<file path="config.mk">
export PLATFORM = sky130hd
export DESIGN_NAME = rv32i_timer
export DESIGN_NICKNAME = d
export VERILOG_FILES = /design/src/rtl/rv32i_timer.sv
export SDC_FILE = /design/constraint.sdc
export NUM_CORES = 1
export LEC_CHECK = 0
export ABC_AREA = 1
export CAP_MARGIN = 5
export CORE_AREA = 2 2 146 148
export CTS_BUF_LIST = sky130_fd_sc_hd__clkbuf_2
export DETAILED_ROUTE_END_ITERATION = 6
export DIE_AREA = 0 0 148 150
export DONT_BUFFER_PORTS = 1
export GPL_ROUTABILITY_DRIVEN = 0
export SLEW_MARGIN = 0
export SYNTH_ARGS = -nofsm -noshare
export SYNTH_HDL_FRONTEND = slang
export SYNTH_SLANG_ARGS = --single-unit
</file>
<file path="constraint.sdc">
create_clock -name clk -period 8.7 [get_ports clk]
set_input_delay 1.74 -clock clk [delete_from_list [all_inputs] [get_ports clk]]
set_output_delay 1.74 -clock clk [all_outputs]
set_load 0.01 [all_outputs]
</file>
<file path="src/rtl/rv32i_timer.sv">
// rv32i_timer: 48-bit mtime/mtimecmp machine timer with registered bus, MTIP output and optional TIMER_PRESCALER_EN prescaler
module rv32i_timer #(
  parameter logic [47:0] CMP_RESET = 48'hFFFF_FFFF_FFFF
) (
  input  logic        clk,
  input  logic        rst,
  input  logic        bus_req,
  input  logic        bus_we,
  input  logic [4:0]  bus_addr,
  input  logic [31:0] bus_wdata,
  output logic [31:0] bus_rdata,
  output logic        bus_ready,
  output logic        bus_err,
  output logic [47:0] mtime,
  output logic        timer_interrupt
);
  logic [47:0] mtimecmp;
  logic [15:0] shadow;
  logic [7:0]  div;
  logic [2:0]  idx;
  logic [31:0] rd_val;
  logic        en, tick, hit, rd, wr, unused_ok;
  assign idx       = bus_addr[4:2];
  assign hit       = idx <= 3'd4;
  assign rd        = bus_req && !bus_we;
  assign wr        = bus_req && bus_we;
  assign unused_ok = ^bus_addr[1:0];
  assign rd_val = idx == 3'd0 ? mtime[31:0] :
                  idx == 3'd1 ? {16'h0, shadow} :
                  idx == 3'd2 ? mtimecmp[31:0] :
                  idx == 3'd3 ? {16'h0, mtimecmp[47:32]} :
                  idx == 3'd4 ? {16'h0, div, 7'h0, en} : 32'h0;
`ifdef TIMER_PRESCALER_EN
  logic [7:0] presc;
  assign tick = en && presc == div;
  always_ff @(posedge clk or posedge rst)
    if (rst) begin
      presc <= 8'h0;
      div   <= 8'h0;
    end else if (wr && idx == 3'd4) begin
      presc <= 8'h0;
      div   <= bus_wdata[15:8];
    end else if (en) begin
      presc <= tick ? 8'h0 : presc + 8'h1;
    end
`else
  assign tick = en;
  assign div  = 8'h0;
`endif
  always_ff @(posedge clk or posedge rst)
    if (rst) begin
      mtime           <= 48'h0;
      mtimecmp        <= CMP_RESET;
      en              <= 1'b1;
      shadow          <= 16'h0;
      bus_ready       <= 1'b0;
      bus_err         <= 1'b0;
      bus_rdata       <= 32'h0;
      timer_interrupt <= 1'b0;
    end else begin
      bus_ready       <= bus_req;
      bus_err         <= bus_req && !hit;
      bus_rdata       <= rd ? rd_val : 32'h0;
      timer_interrupt <= mtime >= mtimecmp;
      if (rd && idx == 3'd0) shadow <= mtime[47:32];
      mtime <= (wr && idx == 3'd0) ? {mtime[47:32], bus_wdata} :
               (wr && idx == 3'd1) ? {bus_wdata[15:0], mtime[31:0]} :
               tick ? mtime + 48'd1 : mtime;
      mtimecmp <= (wr && idx == 3'd2) ? {mtimecmp[47:32], bus_wdata} :
                  (wr && idx == 3'd3) ? {bus_wdata[15:0], mtimecmp[31:0]} : mtimecmp;
      if (wr && idx == 3'd4) en <= bus_wdata[0];
    end
endmodule

</file>
==> impl_summary.log <==
[metrics] run status: completed
[metrics] CTS Buf Count: 17
[metrics] share of total power in the clock network: between 10% and 20%
[metrics] number of fill cells: approximately 2,200
[metrics] Wirelength per Cell: 19.3 µm
[metrics] cts repair resizes: 0
[metrics] most instantiated cells after synthesis: nand2_1 (316), inv_1 (144), nor2_1 (124), dfrtp_1 (99), a21oi_1 (95)
[metrics] number of global-route vias before repair: 7,673
[metrics] number of top-level design ports: 124
[metrics] number of design rule violations left after detail routing: 0
[metrics] H-tree Lvls: 4
[metrics] sum of net half-perimeters after detailed placement: 21,100 µm
[metrics] number of nets produced by synthesis: approximately 1,300
[metrics] standard cell core area: a little over 20,000 µm²
[metrics] Achievable Freq: 302 MHz
[metrics] leakage: 0.00457 µW
[metrics] Rows: 53
[metrics] start point of the critical path: bus_addr[4]
[metrics] starting utilization of the core area: approximately 44%
[metrics] worst hold path class: reg2reg
[metrics] nets@finish: about 1,300
[metrics] port buffer count: 0
[metrics] post-route antenna net violation count: 0
[metrics] number of sinks handled by clock tree synthesis: ~150
[metrics] clk root buf: clkbuf_2
[metrics] core utilization of the finished layout: 46.3%
[metrics] deepest clock path buffer count: 2
[metrics] transition time at the pin with the least slew margin: between 1 and 1.5 ns
[metrics] number of distinct standard cells referenced by the synthesized netlist: 40
[metrics] Internal Dissipation: ~1400 µW
[metrics] Worst VDD drop: 104 µV
[metrics] count of cell instances traversed by the critical path: 5
[metrics] Die Height: approximately 150 µm
[metrics] cell types with the largest area share after synthesis: dfrtp_1 (27%), dfstp_2 (14%), nand2_1 (13%)
[metrics] worst setup path class: in2reg
[metrics] clock tree from TritonCTS: built
[metrics] slew margin rel.: 14.2%
[metrics] fin crit period: 3.31 ns
[metrics] Die Area: around 22,000 µm²
[metrics] area growth from synthesis to layout: 4.17%
[metrics] antenna violations before repair: 2
[metrics] capturing element type of the critical path: flop
[metrics] layout cell share with drive strength beyond 1: 12.6%
[metrics] number of flops mapped to enable cells by yosys: 0
[metrics] total grt overflow: 0
[metrics] power density over the cells: 274 nW/µm²
[metrics] most area-hungry cell type in the Yosys netlist: dfrtp_1
[metrics] DR vias: 8,130
[metrics] total of warnings raised by yosys: 0
[metrics] Via density: 5.47
[metrics] sum of negative setup slack: 0 ns
[metrics] CTS Hold Bufs: 0
[metrics] cell family with most CP delay: simple AND/OR/NAND/NOR gates
[metrics] data arrival time of the critical path: between 3 and 4 ns
[metrics] RSZ-0062 raised after global routing: no
[metrics] delay contributed by the slowest stage of the critical path: roughly 0.73 ns
[metrics] top_reg_cell synth: dfrtp_1
[metrics] clock slew seen by the registers of the worst setup and hold paths: 0.20 ns
[metrics] async set-reset flop share out of synthesis: 100%
[metrics] required time of the worst setup path: between 9 and 10 ns
[metrics] fraction of the yosys area taken by sequential cells: about two fifths
[metrics] final-report setup violation count: 0
[metrics] combined global-route utilization of all metal layers: about a quarter
[metrics] hold_sp: mtimecmp[8]
[metrics] buffers plus inverters on the worst setup path: 2
[metrics] area share of the largest cell type after synthesis: 27.0%
[metrics] setup fix buffers added after clock tree synthesis: 0
[metrics] cell chain of the critical path: inv_1, nand3_2, inv_2, nand2_2, o21ai_0
[metrics] total length of routed wires: between 20,000 and 30,000 µm
[metrics] post-synthesis sequential element count: 148
[metrics] maximum number of pins on one net before global-route repair: 85
[metrics] final slew viol count: 0
[metrics] share of total power consumed by net switching: between 40% and 50%
[metrics] highest fanout seen on the critical path: 64
[metrics] number of cells traversed by the worst hold path: 2
[metrics] insertion delay of the later-clocked pin in the worst-skew pair: 0.76 ns
[metrics] Detailed Routing Iterations Pass 1: 5
[metrics] cell type of the slowest stage on the worst timing path: nand2_2
[metrics] Die W: approximately 150 µm
[metrics] violation count after the first detailed-routing iteration: ~610
[metrics] total count of hold-check failures in the final report: 0
[metrics] most common cell in the netlist: nand2_1
[metrics] Post-Syn Instances: about 1,200
[metrics] synthesized area divided by synthesized cell count: 7.57 µm²
[metrics] global-route wire length before repair: 44,600 µm
[metrics] Post-Route Skew: 0.0525 ns
[metrics] final period utilization: 38.0%
[metrics] fraction of power consumed by sequential logic: 46.7%
[metrics] worst hold margin: 0.515 ns
[metrics] number of maximum-capacitance violations: 0
[metrics] combinational share of power: 38.2%
[metrics] R2R Path Start: mtime[15]
[metrics] kind of start point of the critical path: primary input
[metrics] Worst Reg-to-Reg Cells: 9
[metrics] net switching power: 1250 µW
[metrics] Post-Syn Area: between 9000 and 10,000 µm²
[cells by family after synthesis]
group | Yosys count | share of synthesized area [%]
buffers and inverters | 190 | 8.64
AO/OA/AOI/OAI | 262 | 17.6
flip-flops | 148 | 41.0
adder cells (fa/ha/maj) | 49 | 6.67
AND/OR/NAND/NOR | 562 | 25.8
XOR/XNOR | 3 | 0.286
[worst paths after layout]
kind / end / slack (ns)
max: mtimecmp[15] / 5.39
min: mtimecmp[8] / 0.51
max reg2reg: mtime[47] / 6.42
min reg2reg: mtimecmp[8] / 0.51
max in group asynchronous: mtime[25] / 6.37
min in group asynchronous: mtime[7] / 0.96
[per-layer routing]
metal / vias up / GRT usage, % / part of all wire, %
met3: 53 / 6.13 / 7.6
met1: 3837 / 36.0 / 44
met2: 282 / 41.2 / 45
met4: 0 / 9.00 / 3.1
li1: 3958 / - / -
met5: - / 0 / 0
[registers in the layout, summed over array words and instances (netlist names)]
name,flops
timer_interrupt,1
mtimecmp,48
bus_rdata,32
mtime,48
shadow,16
en,1
bus_ready,1
bus_err,1
[per-stage QoR]
step | std cells | power, µW | instance area [µm²] | worst slack [ns]
after floorplan | 1214 | 1890 | 9190 | 3.06
after global placement | 1454 | 2200 | 9350 | 4.62
after detailed placement | 1454 | 2220 | 9350 | 4.61
after CTS | 1485 | 2620 | 9560 | 5.42
after global routing | 1486 | 2840 | 9570 | 5.25
final | 1487 | 2620 | 9570 | 5.39
[cell type report]
cell class / count / area, µm² / share of cell area (%)
repair buffers: 6 / 45.0 / 0.471
well taps: 275 / 344 / 3.60
multi-input cells: 876 / 4630 / 48.4
inverters: 149 / 567 / 5.92
diodes: 2 / 5.00 / 0.0523
clock buffers: 20 / 100 / 1.05
flip-flops and latches: 148 / 3760 / 39.3
clock inverters: 11 / 115 / 1.20
[power groups by stage]
| stage | sequential, µW | combinational (µW) | clock (µW) |
|---|---|---|---|
| 3_3_place_gp | 1230 | 971 | 0 |
| 5_1_grt | 1250 | 1150 | 435 |
| 6_report | 1220 | 1000 | 394 |
| 2_1_floorplan | 1100 | 793 | 0 |
| 4_1_cts | 1220 | 995 | 403 |
| 3_5_place_dp | 1230 | 990 | 0 |
[cells in the final DEF (no fill, tap or decap), types with 3 or more instances in the layout]
cell type   synthesis  final
o32ai_1            16     16
buf_4               5      6
o21ai_0            79     79
nor2_1            124    124
a21oi_2            32     32
dfstp_2            49     49
ha_1               49     49
nand3_1            74     74
dfrtp_1            99     99
a21oi_1            95     95
clkbuf_2            0     20
or2_2               5      5
o211ai_1            3      3
nor2_4              3      3
nand2_2             4      4
clkinvlp_4          0      5
nor2_2              8      8
a22oi_1            20     20
o22ai_1             3      3
inv_2               4      4
o21a_1              4      4
a22oi_2             5      5
nand4_1            21     21
inv_1             144    143
nand2_1           316    316
[worst register-to-register path, delay by kind of cell, from the launching register on]
kind,cells,cell delay (ns)
DFF,1,0.73
and+or+nand+nor,9,1.46
Note: power is estimated with default switching activity, not from simulation.
